File: src/rtl/fetch_sequencer_if.sv
// fetch_sequencer_if: control/status bundle between decode and the PC sequencer.
// master drives the fetch controls and observes PC/status; slave is the sequencer.
interface fetch_sequencer_if #(
    parameter int unsigned D = 9
);
    logic         start;
    logic         stall;
    logic         halt;
    logic         rel_jump;
    logic         abs_jump;
    logic         taken;
    logic         call;
    logic         ret;
    logic [D-1:0] target;
    logic [D-1:0] prog_ctr;
    logic         fetch_valid;
    logic         busy;
    logic         done;
    logic         stack_err;

    modport master (
        output start, stall, halt, rel_jump, abs_jump,
        output taken, call, ret, target,
        input  prog_ctr, fetch_valid, busy, done, stack_err
    );

    modport slave (
        input  start, stall, halt, rel_jump, abs_jump,
        input  taken, call, ret, target,
        output prog_ctr, fetch_valid, busy, done, stack_err
    );
endinterface

File: src/rtl/fetch_sequencer.sv
// fetch_sequencer: owns the PC, runs IDLE -> RUN -> DONE, picks next fetch address.
// Ports: clk, reset (async active-low), bus (fetch_sequencer_if.slave):
//   in  start/stall/halt/rel_jump/abs_jump/taken/call/ret/target
//   out prog_ctr/fetch_valid/busy/done/stack_err
// Optional macro CALL_STACK_EN adds a STACK_DEPTH-entry return-address stack;
// without it call is a plain jump, ret an increment and stack_err is 0.
module fetch_sequencer #(
    parameter int unsigned   D           = 9,
    parameter logic [D-1:0]  START_ADDR  = '0,
    parameter int unsigned   STACK_DEPTH = 4
) (
    input logic              clk,
    input logic              reset,
    fetch_sequencer_if.slave bus
);
    typedef enum logic [1:0] {
        IDLE = 2'd0,
        RUN  = 2'd1,
        DONE = 2'd2
    } state_t;

    state_t       state_q, state_d;
    logic [D-1:0] pc_q, pc_d;
    logic [D-1:0] pc_inc;

    if (STACK_DEPTH < 1) begin : g_depth_chk
        $error("STACK_DEPTH must be at least 1");
    end

    assign pc_inc = pc_q + D'(1);

`ifdef CALL_STACK_EN
    localparam int unsigned SPW = $clog2(STACK_DEPTH + 1);
    localparam int unsigned IW  = (STACK_DEPTH > 1) ? $clog2(STACK_DEPTH) : 1;

    logic [D-1:0]   stk [STACK_DEPTH];
    logic [SPW-1:0] sp_q;
    logic [SPW-1:0] sp_m1;
    logic           err_q;
    logic           stk_full, stk_empty;
    logic [D-1:0]   ret_addr;
    logic           push, pop, err_set, clr_stack;

    // sp counts valid entries; top of stack lives at sp-1
    assign sp_m1     = sp_q - SPW'(1);
    assign stk_full  = (sp_q == SPW'(STACK_DEPTH));
    assign stk_empty = (sp_q == '0);
    assign ret_addr  = stk[sp_m1[IW-1:0]];
`endif

    always_comb begin
        state_d = state_q;
        pc_d    = pc_q;
`ifdef CALL_STACK_EN
        push      = 1'b0;
        pop       = 1'b0;
        err_set   = 1'b0;
        clr_stack = 1'b0;
`endif
        unique case (state_q)
            IDLE, DONE: begin
                if (bus.start) begin
                    state_d = RUN;
                    pc_d    = START_ADDR;
`ifdef CALL_STACK_EN
                    clr_stack = 1'b1;
`endif
                end
            end
            RUN: begin
                // Fixed priority: halt > ret > call > abs > rel > increment
                if (!bus.stall) begin
                    if (bus.halt) begin
                        state_d = DONE;
                    end else if (bus.ret) begin
`ifdef CALL_STACK_EN
                        if (stk_empty) begin
                            pc_d    = pc_inc;
                            err_set = 1'b1;
                        end else begin
                            pc_d = ret_addr;
                            pop  = 1'b1;
                        end
`else
                        pc_d = pc_inc;
`endif
                    end else if (bus.call) begin
                        pc_d = bus.target;
`ifdef CALL_STACK_EN
                        // A full stack drops the return address but still jumps
                        if (stk_full) begin
                            err_set = 1'b1;
                        end else begin
                            push = 1'b1;
                        end
`endif
                    end else if (bus.abs_jump && bus.taken) begin
                        pc_d = bus.target;
                    end else if (bus.rel_jump && bus.taken) begin
                        pc_d = pc_q + bus.target;
                    end else begin
                        pc_d = pc_inc;
                    end
                end
            end
            default: begin
                state_d = IDLE;
                pc_d    = START_ADDR;
            end
        endcase
    end

    always_ff @(posedge clk or negedge reset) begin
        if (!reset) begin
            state_q <= IDLE;
            pc_q    <= START_ADDR;
        end else begin
            state_q <= state_d;
            pc_q    <= pc_d;
        end
    end

`ifdef CALL_STACK_EN
    always_ff @(posedge clk or negedge reset) begin
        if (!reset) begin
            sp_q  <= '0;
            err_q <= 1'b0;
        end else if (clr_stack) begin
            sp_q  <= '0;
            err_q <= 1'b0;
        end else begin
            if (push) begin
                sp_q <= sp_q + SPW'(1);
            end else if (pop) begin
                sp_q <= sp_m1;
            end
            if (err_set) begin
                err_q <= 1'b1;
            end
        end
    end

    // Entry storage needs no reset: sp alone defines what is valid
    always_ff @(posedge clk) begin
        if (push) begin
            stk[sp_q[IW-1:0]] <= pc_inc;
        end
    end

    assign bus.stack_err = err_q;
`else
    assign bus.stack_err = 1'b0;
`endif

    assign bus.prog_ctr    = pc_q;
    assign bus.busy        = (state_q == RUN);
    assign bus.done        = (state_q == DONE);
    assign bus.fetch_valid = (state_q == RUN) && !bus.stall;
endmodule

File: src/flat_wrapper.sv
// flat-port wrapper written by rule: the top's interface ports become plain ports
module fetch_sequencer_flat 
#(
    parameter int unsigned   D           = 9,
    parameter logic [D-1:0]  START_ADDR  = '0,
    parameter int unsigned   STACK_DEPTH = 4
)
  (clk, reset, bus_start, bus_stall, bus_halt, bus_rel_jump, bus_abs_jump, bus_taken, bus_call, bus_ret, bus_target, bus_prog_ctr, bus_fetch_valid, bus_busy, bus_done, bus_stack_err);
  fetch_sequencer_if #(.D(D)) bus_i ();
  input logic clk;
  input logic reset;
  input wire logic [$bits(bus_i.start)-1:0] bus_start;
  input wire logic [$bits(bus_i.stall)-1:0] bus_stall;
  input wire logic [$bits(bus_i.halt)-1:0] bus_halt;
  input wire logic [$bits(bus_i.rel_jump)-1:0] bus_rel_jump;
  input wire logic [$bits(bus_i.abs_jump)-1:0] bus_abs_jump;
  input wire logic [$bits(bus_i.taken)-1:0] bus_taken;
  input wire logic [$bits(bus_i.call)-1:0] bus_call;
  input wire logic [$bits(bus_i.ret)-1:0] bus_ret;
  input wire logic [$bits(bus_i.target)-1:0] bus_target;
  output wire logic [$bits(bus_i.prog_ctr)-1:0] bus_prog_ctr;
  output wire logic [$bits(bus_i.fetch_valid)-1:0] bus_fetch_valid;
  output wire logic [$bits(bus_i.busy)-1:0] bus_busy;
  output wire logic [$bits(bus_i.done)-1:0] bus_done;
  output wire logic [$bits(bus_i.stack_err)-1:0] bus_stack_err;
  assign bus_i.start = bus_start;
  assign bus_i.stall = bus_stall;
  assign bus_i.halt = bus_halt;
  assign bus_i.rel_jump = bus_rel_jump;
  assign bus_i.abs_jump = bus_abs_jump;
  assign bus_i.taken = bus_taken;
  assign bus_i.call = bus_call;
  assign bus_i.ret = bus_ret;
  assign bus_i.target = bus_target;
  assign bus_prog_ctr = bus_i.prog_ctr;
  assign bus_fetch_valid = bus_i.fetch_valid;
  assign bus_busy = bus_i.busy;
  assign bus_done = bus_i.done;
  assign bus_stack_err = bus_i.stack_err;
  fetch_sequencer #(.D(D), .START_ADDR(START_ADDR), .STACK_DEPTH(STACK_DEPTH)) u_core (.clk(clk), .reset(reset), .bus(bus_i));
endmodule
File: config.mk
export PLATFORM = sky130hd
export DESIGN_NAME = fetch_sequencer_flat
export DESIGN_NICKNAME = d
export VERILOG_FILES = /design/src/rtl/fetch_sequencer_if.sv /design/src/rtl/fetch_sequencer.sv /design/src/flat_wrapper.sv
export SDC_FILE = /design/constraint.sdc
export NUM_CORES = 1
export LEC_CHECK = 0
export ABC_CLOCK_PERIOD_IN_PS = 2100
export BUFFER_PORTS_ARGS = -buffer_cell sky130_fd_sc_hd__buf_2
export CORE_MARGIN = 2
export CORE_UTILIZATION = 49
export CTS_CLUSTER_DIAMETER = 200
export DETAILED_ROUTE_END_ITERATION = 7
export PLACE_DENSITY = 0.73
export SKIP_CTS_REPAIR_TIMING = 1
export SLEW_MARGIN = 20
export SYNTH_ARGS = -nofsm -noshare
export SYNTH_HDL_FRONTEND = slang
export SYNTH_SLANG_ARGS = --single-unit
export TNS_END_PERCENT = 5
File: constraint.sdc
create_clock -name clk -period 2.1 [get_ports clk]
set_input_delay 0.21 -clock clk [delete_from_list [all_inputs] [get_ports clk]]
set_output_delay 0.21 -clock clk [all_outputs]
set_load 0.03 [all_outputs]
# After elaboration in Yosys (flattened, before gate mapping)
# Index checks and enable logic that the tools add are counted.
[totals]
regBits = 11
word_cells = 30
output_inout_bits = 13
[op_classes]
reduce_logical = 8
mux = 12
add_sub_neg = 2
eq_ne = 6
[ops]
columns = ["cell", "count"]
rows = [
  ["$mux W9", 7],
  ["$pmux W9 S2", 1],
  ["$add A9 B1 Y9 const B", 1],
  ["$add A9 B9 Y9", 1],
  ["$ne A2 B2 Y1 const B", 4],
  ["$mux W2", 3],
  ["$reduce_and A3 Y1", 2],
  ["$pmux W2 S2", 1],
  ["$logic_and A1 B1 Y1", 3],
  ["$eq A2 B1 Y1 const B", 1],
  ["$eq A2 B2 Y1 const B", 1],
  ["$logic_not A2 Y1", 1],
  ["$reduce_or A2 Y1", 1],
  ["$logic_not A1 Y1", 1],
]

# Longest topological paths before layout
# Gate-level depths: netlist of run 1.
[depth]
ltp_word = 8
mapped_depth = 7
ltp_nobuf = 7

# Worst setup path after synthesis of run 1
# Ideal clock, no wire load.
[synth_timing]
path_type = "reg-to-reg"
from = "reg u_core.pc_q[0], in the netlist u_core.bus.prog_ctr[0]"
to = "reg u_core.pc_q[8], in the netlist u_core.bus.prog_ctr[8]"
n_path_buf = 0
stages_incl_launch_ff = 8
t_arrival_ns = 2.219
slack_ns = -0.245
period_less_slack_ns = 2.345
required_ns = 1.974
path_cell_list = "dfrtp_1 > ha_1 > fa_1 > a21o_1 > a221oi_1 > a21oi_1 > mux2i_1 > a221o_1"
[synth_via]
elab_chain_len = 8
word_cells_on_any_way = 9
cone_classes = "add/sub: 2; mux: 7"
[synth_lines]
columns = ["element", "line", "rtl"]
rows = [
  ["from (decl)", "fetch_sequencer.sv:23", "logic [D-1:0] pc_q, pc_d;"],
  ["from (signal assigned)", "fetch_sequencer.sv:119", "pc_q <= pc_d;"],
  ["$add A9 B1 Y9 / $add A9 B9 Y9 (equally long branches)", "fetch_sequencer.sv:30, fetch_sequencer.sv:100", ""],
  ["$mux W9", "fetch_sequencer.sv:99", "end else if (bus.rel_jump && bus.taken) begin"],
  ["$mux W9", "fetch_sequencer.sv:97", "end else if (bus.abs_jump && bus.taken) begin"],
  ["$mux W9", "fetch_sequencer.sv:87", "end else if (bus.call) begin"],
  ["$mux W9 (*)", "fetch_sequencer.sv:75", "end else if (bus.ret) begin"],
  ["$mux W9 (*)", "fetch_sequencer.sv:73", "if (bus.halt) begin"],
  ["$mux W9 (*)", "fetch_sequencer.sv:72", "if (!bus.stall) begin"],
  ["$pmux W9 S2 (*)", "fetch_sequencer.sv:60", "unique case (state_q)"],
]
# Every way passes the cells marked *; elsewhere a longest branch is shown, timed or not. The select of a mux whose other input is x is not followed.
# A chain may end at the register's enable or synchronous reset.

# Worst setup path after layout of run 1
# Ends and elaborated chain as after synthesis.

==> results of run 1 <==
==> path summary, 6_finish.rpt <==
check                                                   start                                  to  slack (ns)
max in group asynchronous                               reset  u_core.bus.prog_ctr[0]$_DFFE_PN0P_        1.53
min in group asynchronous                               reset  u_core.bus.prog_ctr[2]$_DFFE_PN0P_        0.33
min reg2reg                     u_core.state_q[0]$_DFFE_PN0P_       u_core.state_q[0]$_DFFE_PN0P_        0.63
max reg2reg                u_core.bus.prog_ctr[0]$_DFFE_PN0P_  u_core.bus.prog_ctr[8]$_DFFE_PN0P_        0.05
max                        u_core.bus.prog_ctr[0]$_DFFE_PN0P_  u_core.bus.prog_ctr[8]$_DFFE_PN0P_        0.05
min                                                  bus_halt       u_core.state_q[1]$_DFFE_PN0P_        0.25
==> flip-flops by register name, indices dropped and copies added (netlist names) <==
name                 count
u_core.bus.prog_ctr      9
u_core.state_q           2
==> through the flow <==
stage | hold slack [ns] | power, W
after global routing | 0.265 | 0.00157
final | 0.249 | 0.00146
after global placement | 0.110 | 0.00125
after CTS | -0.195 | 0.00145
after detailed placement | 0.114 | 0.00129
after floorplan | -0.0856 | 0.00100
==> metal layers <==
metal  global-route usage  up-vias
met1                0.339      727
met2                0.450       71
li1                     -      717
met3               0.0461       10
met5                    0        -
met4                0.130        0
==> cell type report <==
type                            instances  area (um^2)
Sequential cell                        11          277
Multi-Input combinational cell        140         1060
Clock buffer                            4         26.3
Fill cell                             249         1050
Tap cell                               31         38.8
Inverter                                9         33.8
Timing Repair Buffer                   39          220
==> cell usage in the layout (no fill, tap or decap), types with 2 or more instances in the layout <==
cell / count
sky130_fd_sc_hd__a31oi_1: 3
sky130_fd_sc_hd__ha_1: 8
sky130_fd_sc_hd__or3_1: 2
sky130_fd_sc_hd__a21oi_2: 3
sky130_fd_sc_hd__clkbuf_4: 3
sky130_fd_sc_hd__a211oi_2: 2
sky130_fd_sc_hd__nand2b_1: 2
sky130_fd_sc_hd__nand3_1: 5
sky130_fd_sc_hd__dfrtp_1: 10
sky130_fd_sc_hd__a221o_1: 2
sky130_fd_sc_hd__and2_1: 2
sky130_fd_sc_hd__inv_1: 9
sky130_fd_sc_hd__a211o_1: 3
sky130_fd_sc_hd__a21o_1: 5
sky130_fd_sc_hd__or2_2: 2
sky130_fd_sc_hd__buf_4: 8
sky130_fd_sc_hd__o21bai_1: 2
sky130_fd_sc_hd__xor2_1: 2
sky130_fd_sc_hd__o31ai_1: 3
sky130_fd_sc_hd__o21ai_0: 8
sky130_fd_sc_hd__nor2_1: 7
sky130_fd_sc_hd__and3_1: 4
sky130_fd_sc_hd__buf_2: 30
sky130_fd_sc_hd__xnor2_1: 4
sky130_fd_sc_hd__o21ai_1: 2
sky130_fd_sc_hd__nand4_1: 3
sky130_fd_sc_hd__a22oi_1: 2
sky130_fd_sc_hd__nor2b_1: 3
sky130_fd_sc_hd__a22o_1: 3
sky130_fd_sc_hd__nand2_1: 11
sky130_fd_sc_hd__a21oi_1: 7
sky130_fd_sc_hd__nor3_1: 10
==> logic make-up after synthesis <==
logic type	synth area share
AO/OA/AOI/OAI	0.354
XOR/XNOR	0.0384
adder cells (fa/ha/maj)	0.0968
buffers and inverters	0.0457
flip-flops	0.201
multiplexers	0.00731
other	0.00274
AND/OR/NAND/NOR	0.254
==> worst max-delay path: stages (launching register included) <==
cell and delay (ns):
sky130_fd_sc_hd__dfrtp_2 0.43, sky130_fd_sc_hd__ha_4 0.17, sky130_fd_sc_hd__fa_2 0.34, sky130_fd_sc_hd__a21o_1 0.20, sky130_fd_sc_hd__a221oi_2 0.29, sky130_fd_sc_hd__a21oi_2 0.09
sky130_fd_sc_hd__mux2i_1 0.12, sky130_fd_sc_hd__a221o_1 0.29
==> where the power goes <==
group	leakage (nW)	internal [W]	switching, W	total, W
clock network	0.0150	0.0000736	0.0000911	0.000165
logic	0.596	0.000389	0.000561	0.000950
registers	0.146	0.000272	0.0000774	0.000349
total	0.757	0.000734	0.000730	0.00146
==> flow_summary.toml, run 1 <==
[global_routing]
grt.total_usage = 0.271
grt_antenna_before_repair = 0
global_route_wire_length_before_repair_um = 6870
grt_start_max_net_pins = 13
globalRoute.totalOverflow = 0
number_of_global_route_vias_before_repair = 1479

[layout]
final_cell_area_um2 = 1660
drive_above_1_share = 0.300
fin_nets = 233
layout-area-overhead-vs-synth_pct = 21.0
postLayoutCoreUtil = 0.612
final_cell_count_without_fillers = 234
antenna-diode-count = 0

[detailed_routing]
detail_route.drc_violations = 0
pre_antenna_drt_iters = 4
dr_wl_met3_um = 288
drt_iter0_drc = 82
via_per_inst = 6.52
routed.top_layer = "met4"
detail-route-antenna-nets = 0
wirelength_um = 4130
detailroute.via_count = 1525
route.detailed.wl_per_inst_um = 17.6
wl_met1_um = 1730
route.met2.wl_um = 2030

[critical_path]
reg2regPathDepth = 7
critical_path_peak_fanout = 3
required_ns = 2.27
critPathLaunchType = "flip-flop"
arrival_ns = 2.22
worst-setup-path-type = "reg2reg"
worstSetupEndpointType = "flip-flop"

[clock_network]
clock_tree.root_cell = "sky130_fd_sc_hd__clkbuf_4"
tritoncts_num_sinks = 11
max-clock-path-buffers = 2
clock_pin_slew_on_the_worst_setup_and_hold_paths_ns = 0.09
tritoncts = "done"
h-tree-depth = 1
numCtsBuffers = 3
worst_skew_pair.late_latency_ns = 0.28

[timing]
finalHoldViolations = 0
layout_worst_path_cycle_share = 0.978
postLayoutSetupSlackWorst_ns = 0.0462
worst_slew_pin_slew_ns = 0.633
worst_clock_skew_ns = 0.00312
setup_viol_count_final = 0
final-max-slew-violation-count = 0
rsz0062_at_grt = "yes"
fmaxAchievable_ghz = 0.487
worst_slew_margin_relative_to_its_limit = 0.578
setup_tns_final_ns = 0
timing.final.crit_period_ns = 2.05

[place]
gp_routability_congestion = 0.944
numPortBuffers = 30
postPlaceCellArea_um2 = 1610
post-place-cells = 229
worst_setup_slack_before_clock_tree_synthesis_ns = 0.0553
place.detailed.hpwl_um = 3150

[floorplan]
die_area_um2 = 3230
rows = 19
die_height_um = 56.9
core_region_area_um2 = 2710
initial_standard_cell_utilization_of_the_core = 0.506
design.portCount = 32
fp.dieW_um = 56.9

[synth]
synth.distinct_cells = 61
netlist.area_leader.share = 0.201
asyncSetResetFlopFracSynth = 1.00
synth_edf_count = 0
yosys_warnings = 0
area_leader_netlist = "sky130_fd_sc_hd__dfrtp_1"
synth_seq_cells = 11
synth_net_count = 194
synthesis.area_per_instance_um2 = 8.30
syn-cell-area_um2 = 1370
synth-seq-area-share = 0.201
synth_top_flop_cell = "sky130_fd_sc_hd__dfrtp_1"
synth_area_leaders = "sky130_fd_sc_hd__dfrtp_1 20%, sky130_fd_sc_hd__ha_1 8.2%, sky130_fd_sc_hd__nor3_1 3.7%"
synth_top_cells_by_count = "11 x sky130_fd_sc_hd__dfrtp_1, 11 x sky130_fd_sc_hd__nand2_1, 10 x sky130_fd_sc_hd__nor3_1"
synth_cells = 165

[power_and_ir_drop]
power_per_cell_area_nw_per_um2 = 883
vdd_drop_max_mv = 0.725
leak_nw = 0.757

[min_path]
timing.hold.worst_path_depth = 2
worst_min_delay_path_class = "in2reg"

[job]
cap_viol_max_count = 0

[outcome]
outcome = "complete, no violations"
Power figures use the tool's default switching activity.
==> run 2, diff against run 1 <==
--- a/config.mk
+++ b/config.mk
@@ -5,13 +5,13 @@
 export SDC_FILE = /design/constraint.sdc
 export NUM_CORES = 1
 export LEC_CHECK = 0
-export ABC_CLOCK_PERIOD_IN_PS = 2100
+export ABC_CLOCK_PERIOD_IN_PS = 2400
 export BUFFER_PORTS_ARGS = -buffer_cell sky130_fd_sc_hd__buf_2
 export CORE_MARGIN = 2
-export CORE_UTILIZATION = 49
+export CORE_UTILIZATION = 50
 export CTS_CLUSTER_DIAMETER = 200
 export DETAILED_ROUTE_END_ITERATION = 7
-export PLACE_DENSITY = 0.73
+export PLACE_DENSITY = 0.71
 export SKIP_CTS_REPAIR_TIMING = 1
 export SLEW_MARGIN = 20
 export SYNTH_ARGS = -nofsm -noshare
==> constraint.sdc (replaced) <==
create_clock -name clk -period 2.4 [get_ports clk]
set_input_delay 0.24 -clock clk [delete_from_list [all_inputs] [get_ports clk]]
set_output_delay 0.24 -clock clk [all_outputs]
set_load 0.03 [all_outputs]
==> run 2 against run 1 <==
  * Clock skew increased by 0.0084 ns
  * Largest cell class unchanged
  * Count of clock-buffer cells in the layout is the same
  * Critical path type unchanged
  * Largest power group unchanged
  * Worst setup slack better by 0.13 ns
  * Clock power is 18% lower
  * Cell count down 1.3%
  * Total power down 16%
  * First-iteration DRC count fell by 32%
  * Utilization up 2.3 points
  * Sequential cell count did not move
  * Combinational power down 16%
==> flow_summary.toml, run 2 (same netlist as run 1, synthesis figures left out) <==
[timing]
worst_slew_margin_relative_to_its_limit = 0.617
worst_clock_skew_ns = 0.0116
postLayoutSetupSlackWorst_ns = 0.179
setup_tns_final_ns = 0
timing.final.crit_period_ns = 2.22
worst_slew_pin_slew_ns = 0.574
rsz0062_at_grt = "no"
setup_viol_count_final = 0
hold_slack_ns = 0.264
layout_worst_path_cycle_share = 0.925
final-max-slew-violation-count = 0
fmaxAchievable_ghz = 0.450
finalHoldViolations = 0

[min_path]
whs_endpoint = "u_core.state_q[1]$_DFFE_PN0P_"
worst_min_delay_path_class = "in2reg"
timing.hold.worst_path_depth = 3
hold_path_startpoint = "bus_start"

[clock_network]
numCtsBuffers = 3
worst_skew_pair.late_latency_ns = 0.28
clock_tree.root_cell = "sky130_fd_sc_hd__clkbuf_4"
tritoncts = "done"
max-clock-path-buffers = 2
clock_pin_slew_on_the_worst_setup_and_hold_paths_ns = 0.09
tritoncts_num_sinks = 11
h-tree-depth = 1

[detailed_routing]
detail-route-antenna-nets = 0
detail_route.drc_violations = 0
detailroute.via_count = 1499
route.detailed.wl_per_inst_um = 16.8
pre_antenna_drt_iters = 4
via_per_inst = 6.49
drt_iter0_drc = 56
wirelength_um = 3890

[layout]
fin_nets = 231
fillCellCount = 235
final_cell_mix = "30 x sky130_fd_sc_hd__buf_2, 11 x sky130_fd_sc_hd__nand2_1, 11 x sky130_fd_sc_hd__dfrtp_1, 10 x sky130_fd_sc_hd__nor3_1"
layout-area-overhead-vs-synth_pct = 18.0
postLayoutCoreUtil = 0.635
antenna-diode-count = 0
largest_reg_flops = 9
final_cell_count_without_fillers = 231
mostFrequentLayoutCell = "sky130_fd_sc_hd__buf_2"
drive_above_1_share = 0.269

[global_routing]
number_of_global_route_vias_before_repair = 1436
grt_antenna_before_repair = 0
grt_start_max_net_pins = 13
global_route_wire_length_before_repair_um = 6600
grt.total_usage = 0.258
globalRoute.totalOverflow = 0

[critical_path]
cpMaxStageDelayCell = "sky130_fd_sc_hd__fa_1"
worstSetupEndpointType = "flip-flop"
crit-reg2reg-capture = "u_core.bus.prog_ctr[8]$_DFFE_PN0P_"
critPathLaunchType = "flip-flop"
reg2regPathDepth = 7
ordered_cell_list_for_the_critical_path = "ha_1 -> fa_1 -> a21o_1 -> a221oi_2 -> a21oi_1 -> mux2i_1 -> a221o_1"
critical_path_peak_fanout = 3
crit-reg2reg-launch = "u_core.bus.prog_ctr[0]$_DFFE_PN0P_"
arrival_ns = 2.38
cp_slowest_stage_delay_ns = 0.42
required_ns = 2.56
reg2reg_setup_slack_ns = 0.18
worst-setup-path-type = "reg2reg"

[place]
gp_routability_congestion = 0.974
worst_setup_slack_before_clock_tree_synthesis_ns = 0.125
numPortBuffers = 30
place.detailed.hpwl_um = 3000
post-place-cells = 226

[power_and_ir_drop]
vdd_drop_max_mv = 0.569
power_per_cell_area_nw_per_um2 = 765
leak_nw = 0.749

[floorplan]
core_region_area_um2 = 2540
die_area_um2 = 3170
design.portCount = 32
initial_standard_cell_utilization_of_the_core = 0.538
fp.dieW_um = 56.3
die_height_um = 56.3
rows = 18

[outcome]
outcome = "complete, no violations"

[job]
cap_viol_max_count = 0
==> run 2: power by group <==
part | internal [W] | switching, W
Sequential | 0.000236 | 0.0000699
Combinational | 0.000323 | 0.000471
Clock | 0.0000645 | 0.0000719
Total | 0.000624 | 0.000613
==> run 2: how the worst max path moves through the flow <==
stage / startpoint / endpoint / slack (ns) / cells after the start
6_report: u_core.bus.prog_ctr[0]$_DFFE_PN0P_ / u_core.bus.prog_ctr[8]$_DFFE_PN0P_ / 0.18 / 7
5_1_grt: u_core.bus.prog_ctr[0]$_DFFE_PN0P_ / u_core.bus.prog_ctr[4]$_DFFE_PN0P_ / 0.07 / 7
2_1_floorplan: u_core.bus.prog_ctr[0]$_DFFE_PN0P_ / u_core.bus.prog_ctr[8]$_DFFE_PN0P_ / 0.05 / 7
3_5_place_dp: u_core.bus.prog_ctr[0]$_DFFE_PN0P_ / u_core.bus.prog_ctr[8]$_DFFE_PN0P_ / 0.12 / 7
3_3_place_gp: u_core.bus.prog_ctr[0]$_DFFE_PN0P_ / u_core.bus.prog_ctr[8]$_DFFE_PN0P_ / 0.16 / 7
4_1_cts: u_core.bus.prog_ctr[0]$_DFFE_PN0P_ / u_core.bus.prog_ctr[8]$_DFFE_PN0P_ / 0.10 / 7
==> run 2: through the flow <==
| step | cell area [um^2] | power [W] |
|---|---|---|
| global placement | 1570 | 0.00107 |
| detailed placement | 1570 | 0.00109 |
| CTS | 1600 | 0.00123 |
| global route | 1620 | 0.00133 |
| finish | 1620 | 0.00124 |
| floorplan | 1370 | 0.000859 |
==> run 2: routing by layer <==
layer / up-vias / part of all wire / GRT usage
met5: - / 0 / 0
met4: 0 / 0.012 / 0.0748
met3: 8 / 0.075 / 0.0369
met2: 67 / 0.49 / 0.447
met1: 704 / 0.42 / 0.331
li1: 720 / - / -
==> run 2: critical path, delay by kind of cell (launching register included) <==
family,cells,cell delay [ns]
adders and majority gates,2,0.67
DFF,1,0.40
AOI/OAI and AO/OA,4,0.89
muxes,1,0.14
==> run 2: layout make-up <==
type	count	area [um^2]	share of cell area
Timing Repair Buffer	37	205	0.127
Sequential cell	11	275	0.170
Tap cell	30	37.5	0.0232
Multi-Input combinational cell	140	1040	0.642
Inverter	9	33.8	0.0209
Clock buffer	4	26.3	0.0163
==> run 3, diff against run 2 <==
--- a/config.mk
+++ b/config.mk
@@ -5,13 +5,16 @@
 export SDC_FILE = /design/constraint.sdc
 export NUM_CORES = 1
 export LEC_CHECK = 0
-export ABC_CLOCK_PERIOD_IN_PS = 2400
+export ABC_CLOCK_PERIOD_IN_PS = 2300
 export BUFFER_PORTS_ARGS = -buffer_cell sky130_fd_sc_hd__buf_2
+export CELL_PAD_IN_SITES_DETAIL_PLACEMENT = 1
+export CELL_PAD_IN_SITES_GLOBAL_PLACEMENT = 2
 export CORE_MARGIN = 2
-export CORE_UTILIZATION = 50
+export CORE_UTILIZATION = 31
 export CTS_CLUSTER_DIAMETER = 200
 export DETAILED_ROUTE_END_ITERATION = 7
-export PLACE_DENSITY = 0.71
+export PLACE_DENSITY = 0.75
+export REMOVE_ABC_BUFFERS = 1
 export SKIP_CTS_REPAIR_TIMING = 1
 export SLEW_MARGIN = 20
 export SYNTH_ARGS = -nofsm -noshare
==> constraint.sdc (replaced) <==
create_clock -name clk -period 2.3 [get_ports clk]
set_input_delay 0.23 -clock clk [delete_from_list [all_inputs] [get_ports clk]]
set_output_delay 0.23 -clock clk [all_outputs]
set_load 0.03 [all_outputs]
==> run 3 against run 2 <==
  * Wire length is 20% higher
  * Total power is 12% higher
  * Clock power is 51% higher
  * First-iteration DRC count is 61% higher
  * Sequential cell count stayed put
  * Cell count is 10% higher
  * Count of clock-buffer cells in the layout stayed put
  * Utilization is 24 points lower
  * Fmax is 1.9% higher
  * Critical path type unchanged
  * Largest cell class unchanged
==> flow_summary.toml, run 3 (same netlist as run 1, synthesis figures left out) <==
[detailed_routing]
wirelength_um = 4660
detailroute.via_count = 1483
drt_iter0_drc = 90
route.detailed.wl_per_inst_um = 18.3
via_per_inst = 5.82
detail_route.drc_violations = 0
detail-route-antenna-nets = 0
pre_antenna_drt_iters = 4

[critical_path]
required_ns = 2.43
worstSetupEndpointType = "flip-flop"
crit_start = "u_core.bus.prog_ctr[0]$_DFFE_PN0P_"
worst-setup-path-type = "reg2reg"
reg2reg_setup_slack_ns = 0.12
reg2regPathDepth = 7
crit-reg2reg-capture = "u_core.bus.prog_ctr[8]$_DFFE_PN0P_"
arrival_ns = 2.31
timing.critical_path.to = "u_core.bus.prog_ctr[8]$_DFFE_PN0P_"
critical_path_peak_fanout = 2
crit-reg2reg-launch = "u_core.bus.prog_ctr[0]$_DFFE_PN0P_"
critPathLaunchType = "flip-flop"

[clock_network]
tritoncts_num_sinks = 11
clock_tree.root_cell = "sky130_fd_sc_hd__clkbuf_8"
numCtsBuffers = 3
h-tree-depth = 1
tritoncts = "done"
clock_pin_slew_on_the_worst_setup_and_hold_paths_ns = 0.06
worst_skew_pair.late_latency_ns = 0.24
max-clock-path-buffers = 2

[timing]
rsz0062_at_grt = "no"
final-max-slew-violation-count = 0
worst_slew_margin_relative_to_its_limit = 0.638
layout_worst_path_cycle_share = 0.948
fmaxAchievable_ghz = 0.459
timing.final.crit_period_ns = 2.18
setup_viol_count_final = 0
worst_slew_pin_slew_ns = 0.544
finalHoldViolations = 0
worst_clock_skew_ns = 0.00297
setup_tns_final_ns = 0

[global_routing]
grt_antenna_before_repair = 0
grt_start_max_net_pins = 13
grt.total_usage = 0.193
number_of_global_route_vias_before_repair = 1532
globalRoute.totalOverflow = 0
global_route_wire_length_before_repair_um = 7670

[min_path]
hold_path_startpoint = "bus_start"
worst_min_delay_path_class = "in2reg"

[layout]
final_cell_mix = "30 x sky130_fd_sc_hd__buf_2, 11 x sky130_fd_sc_hd__nand2_1, 11 x sky130_fd_sc_hd__dfrtp_1, 10 x sky130_fd_sc_hd__nor3_1"
area.sequential_um2 = 275
largest_reg_flops = 9
fillCellCount = 538
fin_nets = 233
antenna-diode-count = 0
drive_above_1_share = 0.276
area_of_the_multi_input_gates_um2 = 1040
final_cell_area_um2 = 1680
layout-area-overhead-vs-synth_pct = 22.5
mostFrequentLayoutCell = "sky130_fd_sc_hd__buf_2"
final_cell_count_without_fillers = 255

[power_and_ir_drop]
seq_power_share = 0.234
leak_nw = 0.767
power_frac_clock = 0.148
finalPower_w = 0.00138
vdd_drop_max_mv = 0.250
intPower_w = 0.000713
power.share.switching = 0.485
power_per_cell_area_nw_per_um2 = 825
power.switching_w = 0.000671
power.share.combinational = 0.617

[place]
postPlaceCellArea_um2 = 1620
post-place-cells = 250
numPortBuffers = 30
gp_routability_congestion = 0.816
place.detailed.hpwl_um = 3690

[floorplan]
rows = 24
die_height_um = 70.5
initial_standard_cell_utilization_of_the_core = 0.319
design.portCount = 32
core_region_area_um2 = 4290
fp.dieW_um = 70.5
die_area_um2 = 4970

[job]
cap_viol_max_count = 0

[outcome]
outcome = "complete, no violations"
[run 3: how the worst min path moves through the flow]
stage          cells past startpoint                            endpoint
6_report                           3       u_core.state_q[1]$_DFFE_PN0P_
5_1_grt                            3       u_core.state_q[1]$_DFFE_PN0P_
4_1_cts                            1       u_core.state_q[1]$_DFFE_PN0P_
3_5_place_dp                       1  u_core.bus.prog_ctr[2]$_DFFE_PN0P_
3_3_place_gp                       1  u_core.bus.prog_ctr[2]$_DFFE_PN0P_
2_1_floorplan                      0  u_core.bus.prog_ctr[0]$_DFFE_PN0P_
[run 3: worst max-delay path, stage by stage, from the launching register on]
cell and delay [ns]:
sky130_fd_sc_hd__dfrtp_1 0.38, sky130_fd_sc_hd__ha_1 0.24, sky130_fd_sc_hd__fa_1 0.41, sky130_fd_sc_hd__a21o_1 0.22
sky130_fd_sc_hd__a221oi_2 0.27, sky130_fd_sc_hd__a21oi_1 0.12, sky130_fd_sc_hd__mux2i_1 0.14, sky130_fd_sc_hd__a221o_1 0.30
[run 3: area by class of cell]
cell class / count / area share
clock buffer: 4 / 0.0268
multi-input combinational: 140 / 0.619
timing repair buffer: 39 / 0.131
tap: 52 / 0.0388
sequential: 11 / 0.164
inverter: 9 / 0.0201
[run 3: per-stage QoR]
step	hold WS, ns	util	worst slack [ns]
2_1_floorplan	-0.0656	-	-0.0453
3_3_place_gp	0.133	0.376	0.0687
3_5_place_dp	0.127	0.376	0.0174
4_1_cts	-0.129	0.387	0.00781
5_1_grt	0.312	0.391	0.0198
6_report	0.290	0.391	0.120
[run 3: power groups by stage]
stage / combinational, W / sequential, W / clock (W)
floorplan: 0.000473 / 0.000415 / 0
global placement: 0.000827 / 0.000321 / 0
detailed placement: 0.000849 / 0.000329 / 0
CTS: 0.000854 / 0.000324 / 0.000205
global route: 0.000931 / 0.000335 / 0.000215
finish: 0.000854 / 0.000324 / 0.000205
[run 3: per-layer routing]
metal | GRT usage | vias up | routed length, um
met5 | 0 | - | 0
met4 | 0.0321 | 0 | 34
met3 | 0.0202 | 4 | 138
met2 | 0.336 | 29 | 2230
met1 | 0.259 | 736 | 2260
li1 | - | 714 | -
